`src/rtl/convolution_2d_pkg.sv`:
```
// convolution_2d_pkg: shared FSM state encodings and default counter width for the convolution_2d go/done controller
package convolution_2d_pkg;
  localparam int DEF_CNT_WIDTH = 32;
  localparam logic [1:0] ST_IDLE  = 2'd0;
  localparam logic [1:0] ST_START = 2'd1;
  localparam logic [1:0] ST_RUN   = 2'd2;
  localparam logic [1:0] ST_DONE  = 2'd3;
endpackage

```
`src/rtl/convolution_2d_go_done_if.sv`:
```
// convolution_2d_go_done_if: go/done bundle; master = controller (in: go_sync, core_ready, core_done; out: start, busy, done_out, timeout, proto_err, cycles), slave = its environment
interface convolution_2d_go_done_if import convolution_2d_pkg::*; #(
  parameter int CNT_WIDTH = DEF_CNT_WIDTH
);
  logic go_sync;
  logic core_ready;
  logic core_done;
  logic start;
  logic busy;
  logic done_out;
  logic timeout;
  logic proto_err;
  logic [CNT_WIDTH-1:0] cycles;
  modport master(
    input  go_sync, core_ready, core_done,
    output start, busy, done_out, timeout, proto_err, cycles
  );
  modport slave(
    output go_sync, core_ready, core_done,
    input  start, busy, done_out, timeout, proto_err, cycles
  );
endinterface

```
`src/rtl/convolution_2d_go_done.sv`:
```
// convolution_2d_go_done: four-phase go/done controller with run-cycle counter, watchdog and sticky protocol error; ports clk, reset_n (async, active-low), bus (master modport of convolution_2d_go_done_if)
module convolution_2d_go_done import convolution_2d_pkg::*; #(
  parameter int CNT_WIDTH = DEF_CNT_WIDTH,
  parameter int TIMEOUT   = 0
) (
  input logic clk,
  input logic reset_n,
  convolution_2d_go_done_if.master bus
);
  localparam logic [CNT_WIDTH-1:0] LIMIT = CNT_WIDTH'(TIMEOUT);
  logic [1:0] st, nxt;
  logic wd, launch, bump;
  logic start_q, busy_q, done_q, to_q, pe_q;
  logic [CNT_WIDTH-1:0] cyc;
  always_comb begin
    wd = TIMEOUT != 0 && cyc >= LIMIT;
    nxt = st == ST_IDLE  ? (bus.go_sync && bus.core_ready ? ST_START : ST_IDLE) :
          st == ST_START ? (bus.core_done ? ST_DONE : ST_RUN) :
          st == ST_RUN   ? (bus.core_done || wd ? ST_DONE : ST_RUN) :
                           (bus.go_sync ? ST_DONE : ST_IDLE);
    launch = nxt == ST_START;
    // the counter freezes on a watchdog exit so it reports the limit it hit
    bump = st == ST_RUN && (bus.core_done || !wd);
  end
  always_ff @(posedge clk or negedge reset_n)
    if (!reset_n) begin
      st      <= ST_IDLE;
      start_q <= 1'b0;
      busy_q  <= 1'b0;
      done_q  <= 1'b0;
      to_q    <= 1'b0;
      pe_q    <= 1'b0;
      cyc     <= '0;
    end else begin
      st      <= nxt;
      start_q <= launch;
      busy_q  <= launch || nxt == ST_RUN;
      done_q  <= nxt == ST_DONE;
      cyc     <= launch ? CNT_WIDTH'(1) : bump ? (&cyc ? cyc : cyc + CNT_WIDTH'(1)) : cyc;
      to_q    <= launch ? 1'b0 : (st == ST_RUN && !bus.core_done && wd) ? 1'b1 : to_q;
      pe_q    <= launch ? 1'b0 : ((st == ST_START || st == ST_RUN) && !bus.go_sync) ? 1'b1 : pe_q;
    end
  assign bus.start     = start_q;
  assign bus.busy      = busy_q;
  assign bus.done_out  = done_q;
  assign bus.timeout   = to_q;
  assign bus.proto_err = pe_q;
  assign bus.cycles    = cyc;
endmodule

```
`src/flat_wrapper.sv`:
```
// flat-port wrapper written by rule: the top's interface ports become plain ports
module convolution_2d_go_done_flat import convolution_2d_pkg::*;
#(
  parameter int CNT_WIDTH = DEF_CNT_WIDTH,
  parameter int TIMEOUT   = 0
)
  (clk, reset_n, bus_go_sync, bus_core_ready, bus_core_done, bus_start, bus_busy, bus_done_out, bus_timeout, bus_proto_err, bus_cycles);
  convolution_2d_go_done_if #(.CNT_WIDTH(CNT_WIDTH)) bus_i ();
  input logic clk;
  input logic reset_n;
  input wire logic [$bits(bus_i.go_sync)-1:0] bus_go_sync;
  input wire logic [$bits(bus_i.core_ready)-1:0] bus_core_ready;
  input wire logic [$bits(bus_i.core_done)-1:0] bus_core_done;
  output wire logic [$bits(bus_i.start)-1:0] bus_start;
  output wire logic [$bits(bus_i.busy)-1:0] bus_busy;
  output wire logic [$bits(bus_i.done_out)-1:0] bus_done_out;
  output wire logic [$bits(bus_i.timeout)-1:0] bus_timeout;
  output wire logic [$bits(bus_i.proto_err)-1:0] bus_proto_err;
  output wire logic [$bits(bus_i.cycles)-1:0] bus_cycles;
  assign bus_i.go_sync = bus_go_sync;
  assign bus_i.core_ready = bus_core_ready;
  assign bus_i.core_done = bus_core_done;
  assign bus_start = bus_i.start;
  assign bus_busy = bus_i.busy;
  assign bus_done_out = bus_i.done_out;
  assign bus_timeout = bus_i.timeout;
  assign bus_proto_err = bus_i.proto_err;
  assign bus_cycles = bus_i.cycles;
  convolution_2d_go_done #(.CNT_WIDTH(CNT_WIDTH), .TIMEOUT(TIMEOUT)) u_core (.clk(clk), .reset_n(reset_n), .bus(bus_i));
endmodule
```
`config.mk`:
```
export PLATFORM = sky130hd
export DESIGN_NAME = convolution_2d_go_done_flat
export DESIGN_NICKNAME = d
export VERILOG_FILES = /design/src/rtl/convolution_2d_pkg.sv /design/src/rtl/convolution_2d_go_done_if.sv /design/src/rtl/convolution_2d_go_done.sv /design/src/flat_wrapper.sv
export SDC_FILE = /design/constraint.sdc
export NUM_CORES = 1
export LEC_CHECK = 0
export ABC_AREA = 1
export CORE_UTILIZATION = 49
export CTS_CLUSTER_SIZE = 24
export DETAILED_ROUTE_END_ITERATION = 8
export PLACE_DENSITY = 0.84
export SLEW_MARGIN = 20
export SYNTH_ARGS = -nofsm -noshare
export SYNTH_HDL_FRONTEND = slang
export SYNTH_SLANG_ARGS = --single-unit
```
`constraint.sdc`:
```
create_clock -name clk -period 4.75 [get_ports clk]
set_input_delay 0.7125 -clock clk [delete_from_list [all_inputs] [get_ports clk]]
set_output_delay 0.7125 -clock clk [all_outputs]
set_load 0.01 [all_outputs]
```
Word-level counts from Yosys, hierarchy flattened

Cells that the tools add are included.

Bits in registers: 39
Bits of input ports: 5
Output and inout bits: 37
Logic and storage cells: 36

$add $sub $neg: 1
Equality and inequality tests: 6
Multiplexer cells: 12
Reduce and logical (&&, ||, !) cells: 10

Operator list:

| operator                | count |
|---|---|
| $mux W32                | 3 |
| $add A32 B1 Y32 const B | 1 |
| $reduce_and A32 Y1      | 1 |
| $mux W2                 | 4 |
| $eq A2 B2 Y1 const B    | 3 |
| $mux W1                 | 5 |
| $eq A2 B1 Y1 const B    | 2 |
| $reduce_bool A2 Y1      | 2 |
| $logic_and A1 B1 Y1     | 2 |
| $logic_not A2 Y1        | 1 |
| $logic_or A1 B1 Y1      | 2 |
| $ne A2 B1 Y1 const B    | 1 |
| $reduce_and A2 Y1       | 1 |
| $logic_not A1 Y1        | 1 |

Depth between registers and ports, before layout

Gate-level depths: netlist of the first run.

Word-level depth: 7
Mapped depth: 14
Depth with buffers taken out: 12

Least setup slack after synthesis of the first run

Ideal clock, no wire load.

Path kind: input to register
Start point: in bus_core_done
End point: reg u_core.cyc[8] (netlist: u_core.bus.cycles[8])
Library setup time: 0.116 ns
Arrival time: 2.082 ns
Data required time: 4.634 ns
Setup slack: 2.552 ns
Stages on the path: 10
Buffers on the path: 2
Cells stage by stage: nor2_1 o31ai_1 ha_1 clkbuf_1 inv_2 nand3_4 nand2_4 buf_4 nand2_1 nand2_1

Cells in the longest elaborated chain, start to end: 7
Elaborated cells between the ends (all ways): 9
Those cells by class: 2 x eq/ne; 5 x mux; 2 x reduce/logical

Ends and longest elaborated chain:

| what                                                         | line                                                       | source |
|---|---|---|
| start, declared                                              | flat_wrapper.sv:13                                         | `input wire logic [$bits(bus_i.core_done)-1:0] bus_core_done;` |
| $mux W1 *                                                    | convolution_2d_go_done.sv:18, convolution_2d_go_done.sv:19 |  |
| $mux W2                                                      | convolution_2d_go_done.sv:19                               | `st == ST_RUN ? (bus.core_done \|\| wd ? ST_DONE : ST_RUN) :` |
| $mux W2 *                                                    | convolution_2d_go_done.sv:18                               | `st == ST_START ? (bus.core_done ? ST_DONE : ST_RUN) :` |
| $mux W2 *                                                    | convolution_2d_go_done.sv:17                               | `nxt = st == ST_IDLE ? (bus.go_sync && bus.core_ready ? ST_START : ST_IDLE) :` |
| via u_core.nxt[0]                                            | convolution_2d_go_done.sv:11                               | `logic [1:0] st, nxt;` |
| $eq A2 B1 Y1 *                                               | convolution_2d_go_done.sv:21                               | `launch = nxt == ST_START;` |
| via u_core.launch                                            | convolution_2d_go_done.sv:12                               | `logic wd, launch, bump;` |
| $ne A2 B1 Y1 (no line) or $reduce_bool A2 Y1 (tied branches) | --                                                         |  |
| $reduce_and A2 Y1 (no line)                                  | --                                                         |  |
| end signal, assigned                                         | convolution_2d_go_done.sv:39                               | `cyc <= launch ? CNT_WIDTH'(1) : bump ? (&cyc ? cyc : cyc + CNT_WIDTH'(1)) : cyc;` |
| end, declared                                                | convolution_2d_go_done.sv:14                               | `logic [CNT_WIDTH-1:0] cyc;` |

The timed path passes the listed nets; every way through them passes the cells marked *.
A chain may end at the register's enable or synchronous reset.

Final worst setup path of the first run

Start point: in bus_go_sync
End point: reg u_core.cyc[13] (netlist: u_core.bus.cycles[13])

Cells in the longest elaborated chain, start to end: 7
Elaborated cells between the ends (all ways): 11
Those cells by class: 2 x eq/ne; 6 x mux; 3 x reduce/logical

Ends and longest elaborated chain:

| what                                                         | line                         | source |
|---|---|---|
| start, declared                                              | flat_wrapper.sv:11           | `input wire logic [$bits(bus_i.go_sync)-1:0] bus_go_sync;` |
| $mux W2                                                      | convolution_2d_go_done.sv:20 | `(bus.go_sync ? ST_DONE : ST_IDLE);` |
| $mux W2                                                      | convolution_2d_go_done.sv:19 |  |
| $mux W2                                                      | convolution_2d_go_done.sv:18 |  |
| $mux W2 *                                                    | convolution_2d_go_done.sv:17 |  |
| via u_core.nxt[0]                                            | convolution_2d_go_done.sv:11 |  |
| $eq A2 B1 Y1 *                                               | convolution_2d_go_done.sv:21 |  |
| via u_core.launch                                            | convolution_2d_go_done.sv:12 |  |
| $ne A2 B1 Y1 (no line) or $reduce_bool A2 Y1 (tied branches) | --                           |  |
| $reduce_and A2 Y1 (no line)                                  | --                           |  |

Marks and branches as above.

==> metrics, run 1 <==
outcome=finished, final reports clean; largest net degree at the start of global routing=61; Syn Nets=373; Hold WC Path Type=input pin to async pin; Setup crit end kind=register; crit path DAT=3.19 ns; Pre-antenna DRT Iters=4; Sequential cell area=950.9 sq um; fill count=419; antenna violations before repair=0; Post-CTS Setup Bufs=0; Clock Pin Slew Worst Setup and Hold Paths=0.07 ns; most common cell after layout, fill and taps aside=nand2_1; Int Pwr=0.6515 mW; sequential fraction of the synthesis area=37.89%; Starting Density=52.10%; total negative slack=0 ns; DR vias/cell=5.011; DRT Wirelength=5406 um; syn_area_per_cell=6.933 sq um; Yosys cell types=31; cell chain of the critical path=clkdlybuf4s50_1 > nor3_1 > o31ai_1 > ha_1 > inv_2 > nand3_4 > nand2_4 > o21ai_0; Die Ht=73.57 um; post-layout min period=3.000 ns; DRC=0; sw frac=41.27%; root buf cell=clkbuf_8; Yosys top cell area share=37.89%; pwr dens=368.2 mW/mm^2; VDD IR-drop max=0.2203 mV; worst path buffer plus inverter count=2; max incr delay on CP=0.53 ns; clock sink count=38; Clock power frac=23.4%; CTS tree=yes; core area=0.004817 sq mm; Synth area leaders=dfrtp_1 38%, nand2_1 18%, nand3_1 7.8%; Fin. Hold Viols=0; fin worst setup slack=1.750 ns; Mapped Cells=362; GPL Wtd Cong=0.9826; max-slew violations=0; Ys Warns=0; CTS H-tree lvls=2; Final setup viols=0; mapped cell area=0.002510 sq mm; post-CTS sizing=0; Seq pwr share=35.8%; P_leak=1.240 nW; most frequent cells in the layout=123 x nand2_1, 45 x nor2_1, 39 x nand3_1, 39 x clkdlybuf4s50_1, 38 x dfrtp_1; pre-CTS setup slack=1.470 ns; synthesis-to-finish area growth=20.04%; Die X=73.57 um; first-pass GRT wire length=9397 um; r2r setup slk=1.91 ns; Worst EP required=4.94 ns; Slowest-stage cell, CP=clkdlybuf4s50_1; RSZ-0062 raised after global routing=false; Fin Hold WS=0.5111 ns; Via Count=2340; # rows=25; Clock Skew=0.01079 ns; crit path max fanout=60; hold buffers post-CTS=0; sw power=0.4579 mW; Port Buffers=40; post-synthesis register bit count=38; hpwl dp=3946 um; FMAX=333.4 MHz; Slew HR=45.91%; Skew-Pair Late Insertion Delay=0.29 ns; ratio of final minimum period to clock period=63.15%; Synth area leader=dfrtp_1; Ports=42; crit start category=input pin; area of the die=0.005413 sq mm; diode count=0; CTS Buf Count=5; Comb power frac=40.8%; pin slew with the least headroom to its limit=0.8114 ns; wire per inst=11.58 um; multi-input logic area=0.001346 sq mm; clk buf depth=2; max-cap violation count=0; share of layout cells above drive strength 1=8.250%; antenna-violating nets left=0; cell family contributing the most delay on the critical path=buffers and inverters; total track usage=22.33%; drt initial violations=124; vias in the first global route=2190; aggregate global routing overflow=0; nets=410; CP Class=input pin to register
## synthesized netlist by cell type (all sizes together)
cell    number
or2          6
nor3         1
o211ai       1
nand2      128
o31ai        1
o21ai       31
dfrtp       38
conb         1
nand3b       1
a21oi        1
xnor2        2
nor2        53
inv         33
nand3       40
buf          7
xor2         4
ha           6
o21bai       5
clkbuf       3
## worst reg2reg max path, cell delays in order, from the launching register on
cell and delay [ns]:
dfrtp_1 0.37, inv_1 0.08, ha_1 0.23, nor2_1 0.13
nor2_1 0.05, o31ai_1 0.39, ha_1 0.42, inv_2 0.29
nand3_4 0.18, nand2_4 0.30, o21ai_0 0.30
## routing by layer
metal  share of wire [%]  up-vias  track usage [%]
met2                  47       56            37.31
li1                    -     1214                -
met1                  47     1061            28.50
met4                 1.3        0            8.120
met5                   0        -                0
met3                 4.9        9            4.664
## final timing paths
kind,startpoint,end,cells after the start
hold / removal,reset_n,u_core.bus.cycles[23]$_DFFE_PN0P_,1
min in group clk,u_core.bus.proto_err$_DFFE_PN0P_,u_core.bus.proto_err$_DFFE_PN0P_,2
setup reg to reg,u_core.st[0]$_DFF_PN0_,u_core.bus.cycles[13]$_DFFE_PN0P_,10
max in group asynchronous,reset_n,u_core.bus.cycles[30]$_DFFE_PN0P_,1
setup / recovery,bus_go_sync,u_core.bus.cycles[13]$_DFFE_PN0P_,8
hold reg to reg,u_core.bus.proto_err$_DFFE_PN0P_,u_core.bus.proto_err$_DFFE_PN0P_,2
## registers in the layout, summed over array words and instances (netlist names)
name	cells
u_core.bus.cycles	32
u_core.st	2
u_core.bus.busy	1
u_core.bus.done_out	1
u_core.bus.proto_err	1
u_core.bus.start	1
## power by group through the flow
stage | Sequential, mW | Combinational, mW | Clock (mW)
5_1_grt | 0.403 | 0.508 | 0.276
3_5_place_dp | 0.403 | 0.453 | 0
2_1_floorplan | 0.413 | 0.407 | 0
3_3_place_gp | 0.403 | 0.440 | 0
6_report | 0.397 | 0.453 | 0.260
4_1_cts | 0.398 | 0.455 | 0.263
## per-stage QoR
stage	cell area [sq um]	total power, mW	util [%]	instances
6_report	3013	1.109	62.55	467
2_1_floorplan	2510	0.8200	-	362
3_3_place_gp	2903	0.8434	60.26	459
4_1_cts	3013	1.116	62.55	467
5_1_grt	3013	1.187	62.55	467
3_5_place_dp	2903	0.8565	60.26	459
## area by class of cell
type	count	share of cell area (%)
Clock buffer	8	3.654
Timing Repair Buffer	40	13.12
Sequential cell	38	31.56
Tap cell	67	2.782
Inverter	33	4.194
Multi-Input combinational cell	281	44.68
## cell families (layout without fill, tap and decap cells)
kind of cell	Yosys count	count (layout)	synth area share, %
adder cells (fa/ha/maj)	6	6	2.991
buffers and inverters	43	81	8.474
other	1	1	0.1494
AND/OR/NAND/NOR	229	229	39.78
flip-flops	38	38	37.89
AO/OA/AOI/OAI	39	39	8.625
XOR/XNOR	6	6	2.094
(Power assumes the default switching activity.)
==> run 2: changes to the inputs <==
- clock period: 4.75 -> 3 ns (I/O delays scaled with it)
==> run 2 against run 1 <==
  * Worst setup slack got worse by 1.4 ns
  * Power is 57% higher
  * Final cell count is 0.21% higher
  * Wire length grew 2.8%
  * Hold slack got worse by 0.25 ns
  * Core utilization fell by 0.16 points
  * Sequential power grew 58%
  * Sequential cell count did not move
  * Critical path type is now register to register
==> metrics, run 2 (same netlist as run 1, synthesis figures left out) <==
outcome=finished, final reports clean; CTS tree=yes; crit start category=register; clock sink count=38; pin slew with the least headroom to its limit=0.8373 ns; crit path max fanout=60; first-pass GRT wire length=9446 um; Slowest-stage cell, CP=ha_1; multi-input logic area=0.001346 sq mm; non-filler instance count after layout=468; RSZ-0062 raised after global routing=false; post-layout min period=2.610 ns; Setup crit end kind=register; share of layout cells above drive strength 1=8.479%; Port Buffers=40; clk buf depth=2; post-CTS sizing=0; drt initial violations=167; vias in the first global route=2118; Post-CTS Setup Bufs=0; aggregate global routing overflow=0; wire per inst=11.87 um; Die Ht=73.57 um; total track usage=22.71%; nets=411; Clock Pin Slew Worst Setup and Hold Paths=0.08 ns; # rows=25; max-cap violation count=0; Starting Density=52.10%; max reg flops=32; Final Util=62.39%; CP Class=register to register; final instance area=0.003005 sq mm; hpwl dp=4023 um; Worst EP required=3.20 ns; root buf cell=clkbuf_8; P_leak=1.234 nW; pwr dens=580.7 mW/mm^2; max incr delay on CP=0.44 ns; Ports=42; diode count=0; fill count=463; Fin. Hold Viols=0; DR vias/cell=5.105; worst path buffer plus inverter count=1; antenna-violating nets left=0; most frequent cells in the layout=123 x nand2_1, 45 x nor2_1, 39 x nand3_1, 39 x clkdlybuf4s50_1, 38 x dfrtp_1; DRC=0; placed cell area=0.002910 sq mm; Sequential cell area=950.9 sq um; cell family contributing the most delay on the critical path=compound AO/OA/AOI/OAI gates; VDD IR-drop max=0.3922 mV; Via Count=2389; GPL Wtd Cong=0.9607; FMAX=383.2 MHz; Skew-Pair Late Insertion Delay=0.29 ns; area of the die=0.005413 sq mm; most common cell after layout, fill and taps aside=nand2_1; max-slew violations=0; Fin Hold WS=0.2563 ns; total negative slack=0 ns; hold buffers post-CTS=0; antenna violations before repair=0; Clock Skew=0.005297 ns; Final setup viols=0; CTS Buf Count=5; DRT Wirelength=5556 um; Die X=73.57 um; CTS H-tree lvls=2; placed insts=460; core area=0.004817 sq mm; largest net degree at the start of global routing=61; Pre-antenna DRT Iters=4; Hold WC Path Type=input pin to async pin; ratio of final minimum period to clock period=86.99%; crit path DAT=2.81 ns; cell chain of the critical path=inv_1 > ha_1 > nor2_1 > nor2_1 > o31ai_1 > ha_1 > or2_2 > nand2_4 > o21ai_0; synthesis-to-finish area growth=19.74%; Slew HR=44.18%
## run 2: layout make-up
class | instances | area share [%]
clock buffers | 6 | 2.748
multi-input cells | 281 | 44.80
clock inverters | 2 | 0.4163
well taps | 67 | 2.789
inverters | 33 | 4.205
flip-flops and latches | 38 | 31.64
repair buffers | 41 | 13.41
## run 2: power by group
group	total (mW)	leakage (nW)	internal, mW	switching [mW]
Combinational	0.747	0.671	0.233	0.514
Clock	0.370	0.0472	0.185	0.185
Sequential	0.629	0.516	0.581	0.0481
Total	1.75	1.23	0.998	0.747
## run 2: per-layer routing
| metal | global-route usage, % | part of all wire (%) | vias up |
|---|---|---|---|
| met2 | 36.90 | 48 | 68 |
| met1 | 29.24 | 45 | 1097 |
| li1 | - | - | 1216 |
| met4 | 8.761 | 1.3 | 0 |
| met3 | 5.350 | 5.6 | 8 |
| met5 | 0 | 0 | - |
## run 2: worst paths after layout
check	from	to	slack (ns)	cells after the start
min in group clk	u_core.bus.proto_err$_DFFE_PN0P_	u_core.bus.proto_err$_DFFE_PN0P_	0.50	2
max	u_core.st[0]$_DFF_PN0_	u_core.bus.cycles[4]$_DFFE_PN0P_	0.39	9
max reg2reg	u_core.st[0]$_DFF_PN0_	u_core.bus.cycles[4]$_DFFE_PN0P_	0.39	9
min	reset_n	u_core.bus.cycles[20]$_DFFE_PN0P_	0.26	1
max in group asynchronous	reset_n	u_core.bus.cycles[25]$_DFFE_PN0P_	2.21	1
min reg2reg	u_core.bus.proto_err$_DFFE_PN0P_	u_core.bus.proto_err$_DFFE_PN0P_	0.50	2
## run 2: stage by stage
| stage | power, mW | setup slack, ns |
|---|---|---|
| finish | 1.745 | 0.3902 |
| global route | 1.886 | 0.1129 |
| CTS | 1.752 | 0.4028 |
| detailed placement | 1.384 | 0.1891 |
| global placement | 1.357 | 0.3857 |
| floorplan | 1.298 | 0.8041 |
==> run 3: changes to the inputs <==
- CORE_MARGIN: unset -> 3
==> run 3 against run 2 <==
  * Global-route usage fell by 1.8 points
  * Via count fell by 0.17%
  * Register-to-register slack improved by 0.16 ns
  * Critical path depth rose by 1
  * Wire length rose by 4.9%
  * Power rose by 5.3%
  * Final area rose by 0.83%
  * Sequential power barely moved
  * Worst setup slack improved by 0.16 ns
  * Sequential share of layout area fell by 0.26 points
==> metrics, run 3 (same netlist as run 1, synthesis figures left out) <==
cell chain of the critical path=inv_1 > ha_1 > nor3_1 > o31ai_1 > ha_1 > or2_2 > nand2_4 > inv_4 > nand2_1 > nand2_1; Clock Skew=0.004586 ns; area of the die=0.006017 sq mm; R2R Path Start=u_core.st[0]$_DFF_PN0_; first-pass GRT wire length=10090 um; GPL Wtd Cong=0.9287; hpwl dp=4162 um; outcome=finished, final reports clean; Slew HR=43.05%; share of layout cells above drive strength 1=8.479%; root buf cell=clkbuf_8; CTS tree=yes; Post-CTS Setup Bufs=0; Die Ht=77.57 um; max-cap violation count=0; max reg flops=32; Via Count=2385; Starting Density=51.77%; placed insts=461; Setup crit end kind=register; hold buffers post-CTS=0; total track usage=20.92%; DRC=0; max incr delay on CP=0.43 ns; Clock Pin Slew Worst Setup and Hold Paths=0.07 ns; Skew-Pair Late Insertion Delay=0.30 ns; most frequent cells in the layout=123 x nand2_1, 45 x nor2_1, 39 x nand3_1, 39 x clkdlybuf4s50_1, 38 x dfrtp_1; Fin. Hold Viols=0; clock sink count=38; Ports=42; vias in the first global route=2247; most common cell after layout, fill and taps aside=nand2_1; non-filler instance count after layout=468; post-layout min period=2.453 ns; largest net degree at the start of global routing=61; drt initial violations=202; antenna violations before repair=0; CTS Buf Count=5; diode count=0; post-layout total power=1.838 mW; Port Buffers=40; Worst EP required=3.19 ns; placed cell area=0.002918 sq mm; nets=412; DR vias/cell=5.096; max-slew violations=0; # rows=25; pwr dens=606.4 mW/mm^2; wire per inst=12.46 um; post-CTS sizing=0; Pre-antenna DRT Iters=4; FMAX=407.7 MHz; CP startpoint=u_core.st[0]$_DFF_PN0_; DRT Wirelength=5830 um; final instance area=0.003030 sq mm; CP Class=register to register; P_leak=1.250 nW; VDD IR-drop max=0.3896 mV; synthesis-to-finish area growth=20.74%; RSZ-0062 raised after global routing=false; total negative slack=0 ns; Slowest-stage cell, CP=nand2_4; Final setup viols=0; ratio of final minimum period to clock period=81.77%; crit path DAT=2.65 ns; Die X=77.57 um; pin slew with the least headroom to its limit=0.8543 ns; antenna-violating nets left=0; core area=0.004848 sq mm; clk buf depth=2; aggregate global routing overflow=0; Hold WC Path Type=input pin to async pin; CTS H-tree lvls=2; crit start category=register; crit path max fanout=60
[run 3: cell types whose count changed in the layout (fill, tap and decap cells not counted)]
| cell | before | now |
|---|---|---|
| clkinv_2 | 1 | 0 |
| buf_4 | 1 | 2 |
| bufinv_16 | 0 | 1 |
| clkinvlp_4 | 1 | 0 |
[run 3: worst paths after layout]
path / endpoint / slack, ns / cells past startpoint
min in group clk: u_core.bus.proto_err$_DFFE_PN0P_ / 0.51 / 2
min: u_core.bus.cycles[20]$_DFFE_PN0P_ / 0.25 / 1
max in group asynchronous: u_core.bus.cycles[19]$_DFFE_PN0P_ / 2.20 / 1
min reg2reg: u_core.bus.proto_err$_DFFE_PN0P_ / 0.51 / 2
max reg2reg: u_core.bus.cycles[8]$_DFFE_PN0P_ / 0.55 / 10
max: u_core.bus.cycles[8]$_DFFE_PN0P_ / 0.55 / 10
[run 3: routing by layer]
| metal | part of all wire [%] | GRT usage [%] |
|---|---|---|
| met5 | 0 | 0 |
| met4 | 1.5 | 10.50 |
| met3 | 5.2 | 3.364 |
| met2 | 48 | 33.51 |
| met1 | 46 | 27.39 |
[run 3: report_power, final]
part	total [mW]	internal, mW	leakage [nW]	switching [mW]
logic	0.759	0.242	0.676	0.517
registers	0.628	0.581	0.516	0.0479
clock network	0.450	0.266	0.0573	0.184
[run 3: final cells by class]
class / instances / area, sq um
clock buffers: 6 / 82.58
inverters: 33 / 126.4
multi-input cells: 281 / 1346
well taps: 67 / 83.83
fillers: 437 / 1818
flip-flops and latches: 38 / 950.9
repair buffers: 42 / 410.4
clock inverters: 1 / 30.03
[run 3: worst max-delay path: cells and delay by family (launching register included)]
| kind | cells | cell delay (ns) |
|---|---|---|
| buf+inv | 2 | 0.17 |
| fa+ha+maj | 2 | 0.52 |
| simple gates | 5 | 1.13 |
| flops | 1 | 0.38 |
| compound gates | 1 | 0.14 |
[run 3: metrics by stage]
| stage | utilization (%) | hold WS (ns) | setup slack [ns] |
|---|---|---|---|
| 3_3_place_gp | 60.18 | 0.5219 | 0.4562 |
| 2_1_floorplan | - | 0.1544 | 0.8041 |
| 5_1_grt | 62.50 | 0.3427 | 0.3085 |
| 4_1_cts | 62.50 | 0.2854 | 0.5042 |
| 6_report | 62.50 | 0.2471 | 0.5469 |
| 3_5_place_dp | 60.18 | 0.4951 | 0.2374 |
